===== config.mk =====
export PLATFORM = sky130hd
export DESIGN_NAME = apb_req_bridge
export DESIGN_NICKNAME = d
export VERILOG_FILES = /design/src/rtl/apb_bridge_pkg.sv /design/src/rtl/apb_timeout_ctr.sv /design/src/rtl/apb_req_bridge.sv
export SDC_FILE = /design/constraint.sdc
export NUM_CORES = 1
export LEC_CHECK = 0
export BUFFER_PORTS_ARGS = -buffer_cell sky130_fd_sc_hd__buf_2
export CAP_MARGIN = 10
export CORE_MARGIN = 2
export CORE_UTILIZATION = 45
export DETAILED_ROUTE_END_ITERATION = 8
export HOLD_SLACK_MARGIN = 0.06
export PLACE_DENSITY = 0.87
export SYNTH_ARGS = -nofsm -noshare
export SYNTH_HDL_FRONTEND = slang
export SYNTH_SLANG_ARGS = --single-unit

===== constraint.sdc =====
create_clock -name PCLK -period 1.9 [get_ports PCLK]
set_input_delay 0.095 -clock PCLK [delete_from_list [all_inputs] [get_ports PCLK]]
set_output_delay 0.095 -clock PCLK [all_outputs]
set_load 0.005 [all_outputs]

===== src/rtl/apb_bridge_pkg.sv =====
`default_nettype none
// ============================================================================
// Module      : apb_bridge_pkg
// Description : Shared types and constants for the APB requester bridge.
// Revision    : 1.0 - initial release
// ============================================================================
package apb_bridge_pkg;

  // PPROT field width
  localparam int APB_PROT_W = 3;

  // Default PREADY wait bound in ACCESS cycles (0 disables the bound)
  localparam int DEF_TIMEOUT_CYC = 256;

  // Widest data bus the response record can carry; narrower buses zero-extend
  localparam int APB_MAX_DATA_W = 64;

  // Bridge control states
  typedef enum logic [1:0] {
    ST_IDLE   = 2'd0,
    ST_SETUP  = 2'd1,
    ST_ACCESS = 2'd2,
    ST_RESP   = 2'd3
  } apb_br_state_e;

  // Completion record handed back on the response stream
  typedef struct packed {
    logic [APB_MAX_DATA_W-1:0] rdata;
    logic                      err;
    logic                      timeout;
  } apb_rsp_t;

  // Error completion that never reached (or never finished on) the bus
  function automatic apb_rsp_t apb_err_rsp(input logic is_timeout);
    apb_rsp_t r;
    r.rdata   = '0;
    r.err     = 1'b1;
    r.timeout = is_timeout;
    return r;
  endfunction

endpackage : apb_bridge_pkg
`default_nettype wire


===== src/rtl/apb_timeout_ctr.sv =====
`default_nettype none
// ============================================================================
// Module      : apb_timeout_ctr
// Description : Saturating ACCESS-phase wait counter with expiry flag.
// Revision    : 1.0 - initial release
// ============================================================================
module apb_timeout_ctr
  import apb_bridge_pkg::*;
#(
  parameter int TIMEOUT_CYC = DEF_TIMEOUT_CYC
) (
  input  logic clk,
  input  logic rst,
  input  logic clear,
  input  logic enable,
  output logic expired
);

  // A zero bound still needs a one-bit register to keep the code uniform
  localparam int CNT_W = (TIMEOUT_CYC > 0) ? $clog2(TIMEOUT_CYC + 1) : 1;
  localparam logic [CNT_W-1:0] C_LIMIT = CNT_W'(TIMEOUT_CYC);

  logic [CNT_W-1:0] cnt_q;
  logic [CNT_W-1:0] cnt_d;

  // Count waiting cycles, saturating at the bound; clear has priority
  always_comb begin
    cnt_d = cnt_q;
    if (clear) begin
      cnt_d = '0;
    end else if (enable && (cnt_q != C_LIMIT)) begin
      cnt_d = cnt_q + 1'b1;
    end
  end

  // Counter register
  always_ff @(posedge clk) begin
    if (rst) begin
      cnt_q <= '0;
    end else begin
      cnt_q <= cnt_d;
    end
  end

  // Expiry fires on the wait cycle that would make the count reach the bound
  if (TIMEOUT_CYC > 0) begin : g_exp_on
    localparam logic [CNT_W-1:0] C_LAST = CNT_W'(TIMEOUT_CYC - 1);
    assign expired = enable && (cnt_q == C_LAST);
  end else begin : g_exp_off
    assign expired = 1'b0;
  end

endmodule : apb_timeout_ctr
`default_nettype wire


===== src/rtl/apb_req_bridge.sv =====
`default_nettype none
// ============================================================================
// Module      : apb_req_bridge
// Description : Single-outstanding valid/ready to APB3/APB4 master bridge
//               with bounded PREADY wait and error/timeout reporting.
// Revision    : 1.0 - initial release
// ============================================================================
module apb_req_bridge
  import apb_bridge_pkg::*;
#(
  parameter  int ADDR_W      = 32,
  parameter  int DATA_W      = 32,
  parameter  int NSEL        = 1,
  parameter  int APB4        = 1,
  parameter  int TIMEOUT_CYC = DEF_TIMEOUT_CYC,
  localparam int STRB_W      = DATA_W / 8,
  localparam int SEL_W       = (NSEL > 1) ? $clog2(NSEL) : 1
) (
  input  logic                  PCLK,
  input  logic                  PRESET,
  // command stream
  input  logic                  req_valid,
  output logic                  req_ready,
  input  logic [ADDR_W-1:0]     req_addr,
  input  logic                  req_write,
  input  logic [DATA_W-1:0]     req_wdata,
  input  logic [STRB_W-1:0]     req_strb,
  input  logic [APB_PROT_W-1:0] req_prot,
  input  logic [SEL_W-1:0]      req_sel,
  // response stream
  output logic                  rsp_valid,
  input  logic                  rsp_ready,
  output logic [DATA_W-1:0]     rsp_rdata,
  output logic                  rsp_err,
  output logic                  rsp_timeout,
  // APB master
  output logic [ADDR_W-1:0]     PADDR,
  output logic [NSEL-1:0]       PSEL,
  output logic                  PENABLE,
  output logic                  PWRITE,
  output logic [DATA_W-1:0]     PWDATA,
  output logic [APB_PROT_W-1:0] PPROT,
  output logic [STRB_W-1:0]     PSTRB,
  input  logic [DATA_W-1:0]     PRDATA,
  input  logic                  PREADY,
  input  logic                  PSLVERR
);

  // NSEL always fits in SEL_W+1 bits, so the range check cannot wrap
  localparam logic [SEL_W:0] C_NSEL = (SEL_W + 1)'(NSEL);
  localparam bit             C_APB4 = (APB4 != 0);

  apb_br_state_e             state_q, state_d;
  logic [ADDR_W-1:0]         paddr_q, paddr_d;
  logic                      pwrite_q, pwrite_d;
  logic [DATA_W-1:0]         pwdata_q, pwdata_d;
  logic [APB_PROT_W-1:0]     pprot_q, pprot_d;
  logic [STRB_W-1:0]         pstrb_q, pstrb_d;
  logic [SEL_W-1:0]          sel_q, sel_d;
  apb_rsp_t                  rsp_q, rsp_d;

  logic                      bad_sel;
  logic                      accept;
  logic                      bus_active;
  logic                      tmo_expired;
  logic                      tmo_clear;
  logic                      tmo_enable;

  assign bad_sel    = ({1'b0, req_sel} >= C_NSEL);
  assign accept     = (state_q == ST_IDLE) && req_valid;
  assign tmo_clear  = (state_q != ST_ACCESS);
  assign tmo_enable = (state_q == ST_ACCESS) && !PREADY;

  apb_timeout_ctr #(
    .TIMEOUT_CYC (TIMEOUT_CYC)
  ) u_tmo (
    .clk     (PCLK),
    .rst     (PRESET),
    .clear   (tmo_clear),
    .enable  (tmo_enable),
    .expired (tmo_expired)
  );

  // State register; reset discards any in-flight transfer or response
  always_ff @(posedge PCLK) begin
    if (PRESET) begin
      state_q <= ST_IDLE;
    end else begin
      state_q <= state_d;
    end
  end

  // Next-state: PREADY is tested before expiry so a late PREADY still completes
  always_comb begin
    state_d = state_q;
    case (state_q)
      ST_IDLE:   if (req_valid) state_d = bad_sel ? ST_RESP : ST_SETUP;
      ST_SETUP:  state_d = ST_ACCESS;
      ST_ACCESS: if (PREADY || tmo_expired) state_d = ST_RESP;
      ST_RESP:   if (rsp_ready) state_d = ST_IDLE;
      default:   state_d = ST_IDLE;
    endcase
  end

  // State-decoded outputs; req_ready drops in the reset cycle itself
  always_comb begin
    bus_active = (state_q == ST_SETUP) || (state_q == ST_ACCESS);
    PENABLE    = (state_q == ST_ACCESS);
    rsp_valid  = (state_q == ST_RESP);
    req_ready  = (state_q == ST_IDLE) && !PRESET;
  end

  // One-hot select from the latched slave index
  for (genvar i = 0; i < NSEL; i++) begin : g_psel
    assign PSEL[i] = bus_active && (sel_q == SEL_W'(i));
  end

  // Request fields only change on a bus-bound accept; PWDATA only on writes
  always_comb begin
    paddr_d  = paddr_q;
    pwrite_d = pwrite_q;
    pwdata_d = pwdata_q;
    pprot_d  = pprot_q;
    pstrb_d  = pstrb_q;
    sel_d    = sel_q;
    if (accept && !bad_sel) begin
      paddr_d  = req_addr;
      pwrite_d = req_write;
      pprot_d  = C_APB4 ? req_prot : '0;
      pstrb_d  = (C_APB4 && req_write) ? req_strb : '0;
      sel_d    = req_sel;
      if (req_write) begin
        pwdata_d = req_wdata;
      end
    end
  end

  // Completion capture: bad select, slave completion, or wait timeout
  always_comb begin
    rsp_d = rsp_q;
    if (accept && bad_sel) begin
      rsp_d = apb_err_rsp(1'b0);
    end else if (state_q == ST_ACCESS) begin
      if (PREADY) begin
        rsp_d.rdata   = (!pwrite_q && !PSLVERR) ? APB_MAX_DATA_W'(PRDATA) : '0;
        rsp_d.err     = PSLVERR;
        rsp_d.timeout = 1'b0;
      end else if (tmo_expired) begin
        rsp_d = apb_err_rsp(1'b1);
      end
    end
  end

  // Datapath registers
  always_ff @(posedge PCLK) begin
    if (PRESET) begin
      paddr_q  <= '0;
      pwrite_q <= 1'b0;
      pwdata_q <= '0;
      pprot_q  <= '0;
      pstrb_q  <= '0;
      sel_q    <= '0;
      rsp_q    <= '0;
    end else begin
      paddr_q  <= paddr_d;
      pwrite_q <= pwrite_d;
      pwdata_q <= pwdata_d;
      pprot_q  <= pprot_d;
      pstrb_q  <= pstrb_d;
      sel_q    <= sel_d;
      rsp_q    <= rsp_d;
    end
  end

  assign PADDR       = paddr_q;
  assign PWRITE      = pwrite_q;
  assign PWDATA      = pwdata_q;
  assign PPROT       = pprot_q;
  assign PSTRB       = pstrb_q;
  assign rsp_rdata   = DATA_W'(rsp_q.rdata);
  assign rsp_err     = rsp_q.err;
  assign rsp_timeout = rsp_q.timeout;

endmodule : apb_req_bridge
`default_nettype wire

Word-level counts from Yosys, hierarchy flattened --
Index checks and enable logic that the tools add are counted. W data, S select, Z words.
Storage, ports and cells: bits in latches 0, register bits after elaboration 118, bits of input ports 111, RAM bits 0, memories 0, ROM bits 0
Cells by class: multiplexer cells 11, multipliers 0, divide/modulo/power cells 0, $add $sub $neg 1, equal/unequal tests 9, reduce and logical (&&, ||, !) cells 26, magnitude comparators 1, bitwise logic cells 1, shift operators 0
Operators with widths (count):
- $mux W34 | 2
- $mux W32 | 1
- $mux W2 | 6
- $add A9 B1 Y9 const B | 1
- $eq A9 B8 Y1 const B | 1
- $logic_and A1 B1 Y1 | 9
- $ne A9 B9 Y1 const B | 1
- $pmux W2 S4 | 1
- $reduce_and A2 Y1 | 3
- $logic_not A1 Y1 | 5
- $eq A2 B2 Y1 const B | 2
- $mux W4 | 1
- $ne A2 B1 Y1 const B | 2
- $ne A2 B2 Y1 const B | 2
- $reduce_bool A2 Y1 | 2
- $reduce_or A2 Y1 | 2
- $reduce_and A3 Y1 | 1
- $reduce_bool A3 Y1 | 1
- $eq A2 B1 Y1 const B | 1
- $logic_not A2 Y1 | 1
- $logic_or A1 B1 Y1 | 2
- $ge A1 B1 Y1 const B | 1
- $not A1 Y1 | 1

Depth between registers and ports, before layout --
Gate-level depths: netlist (run 1).
depth after elaboration 7, gate-level depth with buffers 8, mapped depth without buffers 7

Modules after synthesis --
A second synthesis (run 1) with hierarchy kept.
Unflattened totals: cells, all modules 514, area total of the unflattened synthesis 4389.2 µm²
Modules (own cells, without submodules):
- apb_req_bridge | instances 1, seq. area each 2182.1 µm², cells each 460, area an instance 3916.3 µm²
- apb_timeout_ctr | instances 1, seq. area each 180.2 µm², cells each 54, area an instance 473.0 µm²

Worst setup path before layout (run 1) --
Ideal clock, no wire load.
kind register to register, start point register u_tmo.cnt_q[0], end point register state_q[0], library setup time 0.129 ns, arrival 1.534 ns, cell stages (with the launch flop) 8, data required time 1.771 ns, slack 0.237 ns, path through dfxtp_1 ha_1 nand3_1 nor2_1 ha_1 or3b_2 a31oi_1 a311oi_1
On the way: longest elaborated chain between the ends 5
RTL lines:
- from (decl) | line apb_timeout_ctr.sv:23 | logic [CNT_W-1:0] cnt_q;
- from (signal assigned) | line apb_timeout_ctr.sv:41 | cnt_q <= cnt_d;
- $eq A9 B8 Y1 | line apb_timeout_ctr.sv:48 | assign expired = enable && (cnt_q == C_LAST);
- $logic_and A1 B1 Y1 | line apb_timeout_ctr.sv:48
- $logic_or A1 B1 Y1 | line apb_req_bridge.sv:99 | ST_ACCESS: if (PREADY || tmo_expired) state_d = ST_RESP;
- $ne A2 B1 Y1 (no source line)
- $reduce_and A3 Y1 (no source line)
- to (signal assigned) | line apb_req_bridge.sv:89 | state_q <= state_d;
- to (decl) | line apb_req_bridge.sv:53 | apb_br_state_e state_q, state_d;
No other way between the ends. A chain may end at the register's enable or synchronous reset.

Worst setup path after layout (run 1) --
start point register u_tmo.cnt_q[0], end point register state_q[1]
The elaborated chain is that of the path after synthesis.

==> impl_metrics.tcl, run 1 <==
set metrics [dict create \
    outcome "finished clean" \
    synthToLayoutAreaGrowth_pct 67.53 \
    slew_violations 0 \
    die_area_um2 10500 \
    syn_avg_cell_area_um2 8.437 \
    fin_skew_ps 11.16 \
    max_cap_violations 0 \
    clk_path_buf_depth 2 \
    avgViaCountPerCell 5.248 \
    ir_drop_uv 566.7 \
    p_total_mw 7.439 \
    synthTopCellsByArea "dfxtp_1, nand2_1, a21oi_1" \
    cts_tree "yes" \
    period_share_pct 95.99 \
    arrival_ps 2220 \
    pre_cts_slack_ps 75.67 \
    max_freq_mhz 548.3 \
    cts.clk_slew.worst_paths_ps 60 \
    synthSimpleGateAreaFrac_pct 21.40 \
    diodes 0 \
    synthXorXnorAreaFrac_pct 0 \
    tightest_slew_ps 577.6 \
    io_pins 221 \
    yosys_warnings 0 \
    dr.pass1.iters 5 \
    final_antenna_net_count 0 \
    synthAdderAreaFrac_pct 2.008 \
    ys_ff_latch 118 \
    p_leak_nw 3.232 \
    clock_latency_ps 500 \
    grt_remaining_overflow 0 \
    hold_class "input pin to flop" \
    setup_viol 0 \
    place_congestion 0.7967 \
    ys_seq_area_share_pct 54.16 \
    end_kind "flop" \
    cts_buffers 17 \
    required_ps 2300 \
    slew-limit-headroom_pct 60.95 \
    netlist_area_um2 4362 \
    synth_compound_area_share_pct 16.90 \
    nets 958 \
    synth_top_area_share_pct 54.16 \
    worstSetupPathType "flop to flop" \
    cp-start-kind "flop" \
    hold_viol 0 \
    htree_num_levels 4 \
    postSynth.asyncResetShare_pct 0 \
    grt_use_total_pct 30.13 \
    finalWirelength_mm 16.21 \
    die-height_um 102.5 \
    setup_slack_ps 76.22 \
    dr.first_iter.drc_count 242 \
    yosysMostFrequentCell "nand2_1" \
    grt_pass1_vias 5303 \
    ys.flop_type "dfxtp_1" \
    wl_per_cell_um 16.51 \
    grt_pass1_wl_mm 24.76 \
    root_buffer "clkbuf_8" \
    hpwl_mm 8.790 \
    clock-sinks 118 \
    fin_tns_setup_ps 0 \
    coreArea_um2 9328 \
    synth_top_family_by_area "simple AND/OR/NAND/NOR gates" \
    cts_setup_buffers 0 \
    synth.net_count 635 \
    drc_errors 0 \
    start_util_pct 46.76 \
    grt_max_degree 41 \
    rows 35 \
    fp.dieW_um 102.5 \
    synth_mux_area_share_pct 0.6885 \
    power_density_nw_per_um2 1018 \
    num_vias 5154 \
    cp_max_fo 4 \
    drive_gt1_share_pct 31.30 \
    portBuffers 220 \
    synthCells 517 \
    synth-edff-count 0 \
    netlist_top_cells_count "nand2_1, dfxtp_1, a21oi_1, nor2_1, a22oi_1" \
    min_period_ps 1824 \
    synth_top_area_cell "dfxtp_1" \
    ys_types 35 \
    antenna_found_initial 0 \
]
==> path summary, 6_finish.rpt <==
path | from | endpoint | slack, ps | cells past startpoint
min reg2reg | PADDR[18] | PADDR[18] | 450 | 2
min | req_wdata[25] | PWDATA[25] | 380 | 4
max reg2reg | u_tmo.cnt_q[0] | state_q[1] | 80 | 7
max | u_tmo.cnt_q[0] | state_q[1] | 80 | 7
==> worst max-delay path, cell delays in order, from the launching register on <==
cell,delay (ps)
dfxtp_1,350
ha_2,230
nand3_1,100
nor2_1,50
ha_1,210
or3b_2,490
nand4_1,100
nor3b_1,210
==> metrics by stage <==
step / util (%) / hold slack (ps) / instance area, µm² / instances
after floorplan: - / 231.0 / 4362 / 517
after global placement: 60.20 / 333.4 / 5615 / 839
after global routing: 78.34 / 382.1 / 7307 / 982
final: 78.34 / 380.8 / 7307 / 982
after detailed placement: 60.20 / 336.9 / 5615 / 839
after CTS: 78.26 / 343.6 / 7300 / 982
==> state kept, by name (all words and copies together) (netlist names) <==
register / count
PADDR: 32
PPROT: 3
PSTRB: 4
PWDATA: 32
PWRITE: 1
rsp_err: 1
rsp_rdata: 32
rsp_timeout: 1
sel_q: 1
state_q: 2
u_tmo.cnt_q: 9
==> area by class of cell <==
cell class | instances | area, µm²
clock buffer | 19 | 421.7
clock inverter | 13 | 151.4
fill | 563 | 2021
inverter | 7 | 26.28
multi-input combinational | 354 | 1814
sequential | 118 | 2362
tap | 129 | 161.4
timing repair buffer | 342 | 2370
==> cells in the final DEF, fill, tap and decap left out, types with 3 or more instances in the layout <==
master | synthesis | routed
nand2b_1 | 4 | 4
clkinvlp_4 | 0 | 4
clkinv_4 | 0 | 6
buf_12 | 0 | 6
nor2_1 | 36 | 36
inv_1 | 7 | 7
buf_4 | 4 | 5
ha_1 | 7 | 6
nor2b_1 | 4 | 4
dfxtp_1 | 118 | 118
a31oi_1 | 3 | 3
a22oi_1 | 33 | 32
o21ai_0 | 3 | 3
dlygate4sd3_1 | 0 | 111
nand3_1 | 9 | 9
nand2_1 | 146 | 146
a21oi_1 | 80 | 80
or4_1 | 3 | 3
o31ai_1 | 3 | 3
mux2i_1 | 3 | 3
buf_2 | 16 | 220
clkbuf_16 | 0 | 16
==> logic make-up after synthesis <==
group                      Yosys count
AOI/OAI and AO/OA                  126
adders and majority gates            7
buffers and inverters               45
DFF                                118
muxes                                3
and+or+nand+nor                    218
==> routing by layer <==
layer / share of wire [%] / track usage [%] / vias to the layer above
met5: 0 / 0 / -
met3: 9.9 / 10.94 / 64
met4: 3.8 / 17.85 / 0
met1: 36 / 31.32 / 2357
li1: - / - / 2391
met2: 50 / 51.99 / 342
==> what timing repair did <==
| action | 4_1_cts | 5_1_grt |
|---|---|---|
| endpoints found under the hold margin | 109 | 0 |
| gates resized for setup | 0 | 2 |
| endpoints found under the setup margin | 0 | 11 |
| hold buffers | 111 | 0 |
==> power breakdown <==
part	internal, mW	total (mW)	switching, mW
registers	2.67	2.78	0.116
logic	0.756	1.61	0.858
clock network	1.88	3.04	1.16
total	5.30	7.44	2.14
Note: power is estimated with default switching activity, not from simulation.
==> inputs of run 2 (changes only) <==
--- a/config.mk
+++ b/config.mk
@@ -5,13 +5,13 @@
 export SDC_FILE = /design/constraint.sdc
 export NUM_CORES = 1
 export LEC_CHECK = 0
-export BUFFER_PORTS_ARGS = -buffer_cell sky130_fd_sc_hd__buf_2
 export CAP_MARGIN = 10
 export CORE_MARGIN = 2
-export CORE_UTILIZATION = 45
+export CORE_UTILIZATION = 48
 export DETAILED_ROUTE_END_ITERATION = 8
+export DONT_BUFFER_PORTS = 1
 export HOLD_SLACK_MARGIN = 0.06
-export PLACE_DENSITY = 0.87
+export PLACE_DENSITY = 0.71
 export SYNTH_ARGS = -nofsm -noshare
 export SYNTH_HDL_FRONTEND = slang
 export SYNTH_SLANG_ARGS = --single-unit
==> run 2 against run 1 <==
  * Count of clock-buffer cells in the layout stayed put
  * Die area is 6.0% lower
  * Flip-flop and latch count stayed put
  * Utilization is 7.3 points lower
  * Critical endpoint is now state_q[0]
==> impl_metrics.tcl, run 2 (same netlist as run 1, synthesis figures left out) <==
set metrics [dict create \
    synthToLayoutAreaGrowth_pct 42.77 \
    cts.clk_slew.worst_paths_ps 60 \
    fp.dieW_um 99.33 \
    cp-start-kind "flop" \
    cp_max_fo 4 \
    power_density_nw_per_um2 1193 \
    r2r-end "state_q[0]" \
    outcome "finished clean" \
    wl_per_cell_um 17.17 \
    p_leak_nw 2.229 \
    rr_worst_depth 7 \
    end_kind "flop" \
    max_cap_violations 0 \
    cts_tree "yes" \
    dr.first_iter.drc_count 178 \
    rsz0062_at_grt "no" \
    coreArea_um2 8763 \
    nets 736 \
    ir_drop_uv 628.7 \
    grt_use_total_pct 25.10 \
    cts_setup_buffers 0 \
    fin_skew_ps 10.48 \
    grt_pass1_wl_mm 19.80 \
    final_common_cell "nand2_1" \
    clock-sinks 118 \
    grt_remaining_overflow 0 \
    reg2reg_slack_ps 120 \
    min_period_ps 1779 \
    hpwl_mm 7.134 \
    grt_max_degree 79 \
    die_area_um2 9865 \
    hold_class "input pin to flop" \
    slew-limit-headroom_pct 68.35 \
    worstSetupPathType "flop to flop" \
    root_buffer "clkbuf_8" \
    fin_area_um2 6227 \
    num-fill-cells 607 \
    finalWirelength_mm 12.69 \
    hold_start "PRESET" \
    portBuffers 0 \
    num_vias 4013 \
    holdPathStages 3 \
    drc_errors 0 \
    place_congestion 0.7967 \
    tightest_slew_ps 468.2 \
    drive_gt1_share_pct 7.132 \
    io_pins 221 \
    antenna_found_initial 0 \
    r2r_start "u_tmo.cnt_q[0]" \
    final_antenna_net_count 0 \
    rows 34 \
    clk_path_buf_depth 2 \
    hold_viol 0 \
    fin_tns_setup_ps 0 \
    utilization_pct 71.06 \
    dr.pass1.iters 4 \
    htree_num_levels 4 \
    clock_latency_ps 500 \
    slew_violations 0 \
    avgViaCountPerCell 5.430 \
    arrival_ps 2150 \
    cts_resized 0 \
    max_freq_mhz 562.1 \
    min_to "rsp_rdata[4]" \
    grt_pass1_vias 4030 \
    mostFrequentLayoutCells "nand2_1, dfxtp_1, dlygate4sd3_1" \
    diodes 0 \
    cts_buffers 17 \
    period_share_pct 93.64 \
    required_ps 2270 \
    start_util_pct 49.77 \
    die-height_um 99.33 \
    dpl-instance-area_um2 4453 \
    setup_viol 0 \
]
[run 2: cell count changes in the layout (fill, tap and decap cells not counted), sizes merged]
cell	before	now
buf	231	9
bufinv	2	4
clkinv	6	1
inv	8	11
[run 2: worst max-delay path by stage]
stage	slack, ps	from	cells past startpoint	end
after floorplan	240	u_tmo.cnt_q[0]	7	state_q[0]
final	120	u_tmo.cnt_q[0]	7	state_q[0]
after detailed placement	140	u_tmo.cnt_q[0]	7	state_q[0]
after global placement	170	u_tmo.cnt_q[0]	7	state_q[0]
after CTS	120	u_tmo.cnt_q[0]	7	state_q[1]
after global routing	4	u_tmo.cnt_q[0]	7	state_q[1]
[run 2: layer usage]
layer	global-route usage (%)	wire (µm)	vias up
met4	9.694	296	0
li1	-	-	1949
met5	0	0	-
met1	27.89	4761	1838
met2	43.56	6379	199
met3	9.417	1249	27
[run 2: worst max-delay path, cell delays in order (launching register included)]
cell and delay (ps):
dfxtp_1 330, ha_1 240, nand3_1 90, nor2_1 50, ha_1 220, or3b_2 480
a31oi_1 180, a311oi_1 60
[run 2: final cells by class]
cell class	instances	area, µm²	area share, %
clock buffer	19	441.7	7.093
clock inverter	13	193.9	3.114
inverter	7	26.28	0.4219
multi-input combinational	354	1807	29.01
sequential	118	2362	37.93
tap	108	135.1	2.170
timing repair buffer	120	1261	20.25
[run 2: timing repair]
| item | 4_1_cts | 5_1_grt |
|---|---|---|
| hold buffers | 112 | 0 |
| setup endpoints to repair | 0 | 1 |
| hold endpoints to repair | 118 | 0 |
[run 2: per-stage QoR]
step           power [mW]  setup slack [ps]  cells  hold WS [ps]
3_5_place_dp        3.858             137.6    595         173.4
2_1_floorplan       3.620             237.2    517         231.0
4_1_cts             7.465             118.6    739         89.33
6_report            7.430             120.9    739         106.1
3_3_place_gp        3.803             166.9    595         169.8
5_1_grt             7.755             4.341    739         109.5
[run 2: power by group]
| part | total, mW | switching, mW | internal [mW] | leakage [nW] |
|---|---|---|---|---|
| logic | 1.22 | 0.679 | 0.542 | 0.975 |
| registers | 2.83 | 0.164 | 2.67 | 0.956 |
| clock network | 3.38 | 1.16 | 2.22 | 0.298 |
| total | 7.43 | 2.00 | 5.43 | 2.23 |
==> inputs of run 3 (changes only) <==
==> constraint.sdc (replaced) <==
create_clock -name PCLK -period 2.1 [get_ports PCLK]
set_input_delay 0.105 -clock PCLK [delete_from_list [all_inputs] [get_ports PCLK]]
set_output_delay 0.105 -clock PCLK [all_outputs]
set_load 0.005 [all_outputs]
==> run 3 against run 2 <==
  * The flow now stops in clock tree synthesis (4_1_cts)
  * Synthesized cell count is the same
  * Synthesized area is the same
==> impl_metrics.tcl, run 3 <==
set metrics [dict create \
    synth_top_area_share_pct 54.16 \
    yosys_warnings 0 \
    synthXorXnorAreaFrac_pct 0 \
    htree_num_levels 4 \
    fp.dieW_um 99.33 \
    yosysMostFrequentCell "nand2_1" \
    rows 34 \
    syn_avg_cell_area_um2 8.437 \
    synth-edff-count 0 \
    root_buffer "clkbuf_8" \
    synth_top_family_by_area "simple AND/OR/NAND/NOR gates" \
    postSynth.asyncResetShare_pct 0 \
    clk_path_buf_depth 2 \
    synth_mux_area_share_pct 0.6885 \
    first-error "[ERROR RSZ-0060] Max buffer count reached." \
    synthCells 517 \
    cts_buffers 17 \
    start_util_pct 49.77 \
    portBuffers 0 \
    ys_ff_latch 118 \
    cts_setup_buffers 0 \
    synthTopCellsByArea "dfxtp_1, nand2_1, a21oi_1" \
    ys_types 35 \
    hpwl_mm 7.233 \
    place_congestion 0.8010 \
    cts_resized 1 \
    dp.cells 597 \
    lastStage "clock tree synthesis (4_1_cts)" \
    synth_compound_area_share_pct 16.90 \
    synth.net_count 635 \
    netlist_area_um2 4362 \
    clock-sinks 118 \
    die-height_um 99.33 \
    dpl-instance-area_um2 4418 \
    synth_top_area_cell "dfxtp_1" \
    ys.flop_type "dfxtp_1" \
    synthAdderAreaFrac_pct 2.008 \
    ys_seq_area_share_pct 54.16 \
    netlist_top_cells_count "nand2_1, dfxtp_1, a21oi_1, nor2_1, a22oi_1" \
    io_pins 221 \
    outcome "stopped before the end" \
    synthSimpleGateAreaFrac_pct 21.40 \
    cts-hold-fix-buffers 127 \
]
[run 3: cell counts after synthesis]
Identical to the previous run, type by type.
[run 3: stage by stage]
stage / setup WS (ps) / hold WS, ps
3_5_place_dp: -211.5 / 181.3
3_3_place_gp: -102.2 / 179.8
2_1_floorplan: 437.2 / 241.0
[run 3: cells by family after synthesis]
group / Yosys count
AO/OA/AOI/OAI: 126
adder cells (fa/ha/maj): 7
buffers and inverters: 45
flip-flops: 118
multiplexers: 3
AND/OR/NAND/NOR: 218
==> inputs of run 4 (changes only) <==
--- a/config.mk
+++ b/config.mk
@@ -7,11 +7,10 @@
 export LEC_CHECK = 0
 export CAP_MARGIN = 10
 export CORE_MARGIN = 2
-export CORE_UTILIZATION = 48
+export CORE_UTILIZATION = 33
 export DETAILED_ROUTE_END_ITERATION = 8
 export DONT_BUFFER_PORTS = 1
-export HOLD_SLACK_MARGIN = 0.06
-export PLACE_DENSITY = 0.71
+export PLACE_DENSITY_LB_ADDON = 0.15
 export SYNTH_ARGS = -nofsm -noshare
 export SYNTH_HDL_FRONTEND = slang
 export SYNTH_SLANG_ARGS = --single-unit
==> run 4 against run 3 <==
  * The flow now finishes without violations
==> impl_metrics.tcl, run 4 (same netlist as run 1, synthesis figures left out) <==
set metrics [dict create \
    antenna_found_initial 0 \
    cp_max_fo 26 \
    critPathSlowestCell "dlygate4sd3_1" \
    critPathBufInv 3 \
    period_share_pct 93.04 \
    portBuffers 0 \
    cts_tree "yes" \
    mostFrequentLayoutCells "nand2_1, dfxtp_1, dlygate4sd3_1" \
    grt_max_degree 78 \
    io_pins 221 \
    slew-limit-headroom_pct 65.69 \
    crit_family "buffers and inverters" \
    clock_latency_ps 410 \
    dpl-instance-area_um2 4508 \
    max_freq_mhz 511.8 \
    slew_violations 0 \
    fin_skew_ps 7.312 \
    utilization_pct 47.59 \
    hpwl_mm 7.541 \
    crit_chain "inv_1 -> ha_4 -> and3b_1 -> buf_6 -> nand3_1 -> a21oi_1 -> dlygate4sd3_1" \
    rsz0062_at_grt "no" \
    die_area_um2 14150 \
    root_buffer "clkbuf_16" \
    cts.clk_slew.worst_paths_ps 50 \
    fin_area_um2 6227 \
    cpPeakStageDelay_ps 560 \
    power_density_nw_per_um2 1045 \
    nets 735 \
    final_common_cell "nand2_1" \
    clk_path_buf_depth 2 \
    p_leak_nw 2.210 \
    arrival_ps 2300 \
    grt_remaining_overflow 0 \
    cts_setup_buffers 0 \
    die-height_um 119.0 \
    avgViaCountPerCell 5.002 \
    dr.first_iter.drc_count 148 \
    cts_buffers 17 \
    outcome "finished clean" \
    switching_power_mw 1.746 \
    grt_pass1_vias 3930 \
    dr.pass1.iters 6 \
    seq_power_share_pct 39.3 \
    min_period_ps 1954 \
    fp.dieW_um 119.0 \
    grt_use_total_pct 17.47 \
    hold_viol 0 \
    cp-start-kind "flop" \
    rows 42 \
    required_ps 2450 \
    fin_tns_setup_ps 0 \
    drive_gt1_share_pct 7.154 \
    p_int_mw 4.765 \
    grt_pass1_wl_mm 19.55 \
    p_comb_share_pct 17.3 \
    htree_num_levels 4 \
    start_util_pct 33.33 \
    finalWirelength_mm 12.55 \
    max_cap_violations 0 \
    tightest_slew_ps 507.4 \
    setup_viol 0 \
    final_antenna_net_count 0 \
    synthToLayoutAreaGrowth_pct 42.77 \
    pwr-share-clk_pct 43.4 \
    drc_errors 0 \
    hold_class "input pin to flop" \
    diodes 0 \
    wl_per_cell_um 15.59 \
    num_vias 4027 \
    swShare_pct 26.81 \
    ir_drop_uv 597.1 \
    end_kind "flop" \
    worstSetupPathType "flop to flop" \
    clock-sinks 118 \
    coreArea_um2 13090 \
    place_congestion 0.7266 \
]
run 4: worst reg2reg max path, cell delays in order (launching register included):
cell	delay, ps
dfxtp_1	330
inv_1	140
ha_4	200
and3b_1	200
buf_6	220
nand3_1	110
a21oi_1	150
dlygate4sd3_1	560
run 4: final cells by class:
cell class | instances | area, µm²
inverters | 7 | 26.28
multi-input cells | 354 | 1819
repair buffers | 119 | 1215
clock buffers | 22 | 484.2
clock inverters | 9 | 100.1
flip-flops and latches | 118 | 2362
fillers | 1179 | 6858
well taps | 176 | 220.2
run 4: layer usage:
| metal | track usage [%] | up-vias | share of wire (%) |
|---|---|---|---|
| met5 | 0 | - | 0 |
| met4 | 9.003 | 0 | 2.6 |
| met3 | 6.418 | 27 | 8.7 |
| met2 | 28.95 | 212 | 48 |
| met1 | 19.62 | 1840 | 41 |
| li1 | - | 1948 | - |
run 4: power by group through the flow:
stage                     Clock, mW  Sequential (mW)  Combinational, mW
after floorplan                   0             2.56              0.717
after global placement            0             2.60              0.864
after detailed placement          0             2.60              0.894
after CTS                      2.91             2.56               1.09
after global routing           3.00             2.58               1.26
final                          2.82             2.56               1.13
run 4: stage by stage:
| step | power, mW | setup slack, ps | cells | hold slack [ps] |
|---|---|---|---|---|
| 3_3_place_gp | 3.465 | 313.2 | 664 | 178.7 |
| 3_5_place_dp | 3.499 | 259.0 | 664 | 181.8 |
| 4_1_cts | 6.562 | 21.78 | 805 | 2.241 |
| 2_1_floorplan | 3.276 | 437.2 | 517 | 241.0 |
| 5_1_grt | 6.843 | 6.224 | 805 | 44.90 |
| 6_report | 6.510 | 146.2 | 805 | 26.39 |
run 4: repair_timing:
action	CTS	global route
hold buffers	110	0
setup endpoints to repair	0	1
resized for setup	0	3
hold endpoints to repair	113	0
run 4: path summary, 6_finish.rpt:
check / start / endpoint / slack, ps / cells after the start
hold / removal: req_valid / state_q[0] / 30 / 2
setup / recovery: state_q[0] / PSTRB[3] / 150 / 7
setup reg to reg: state_q[0] / PSTRB[3] / 150 / 7
hold reg to reg: sel_q / sel_q / 470 / 1
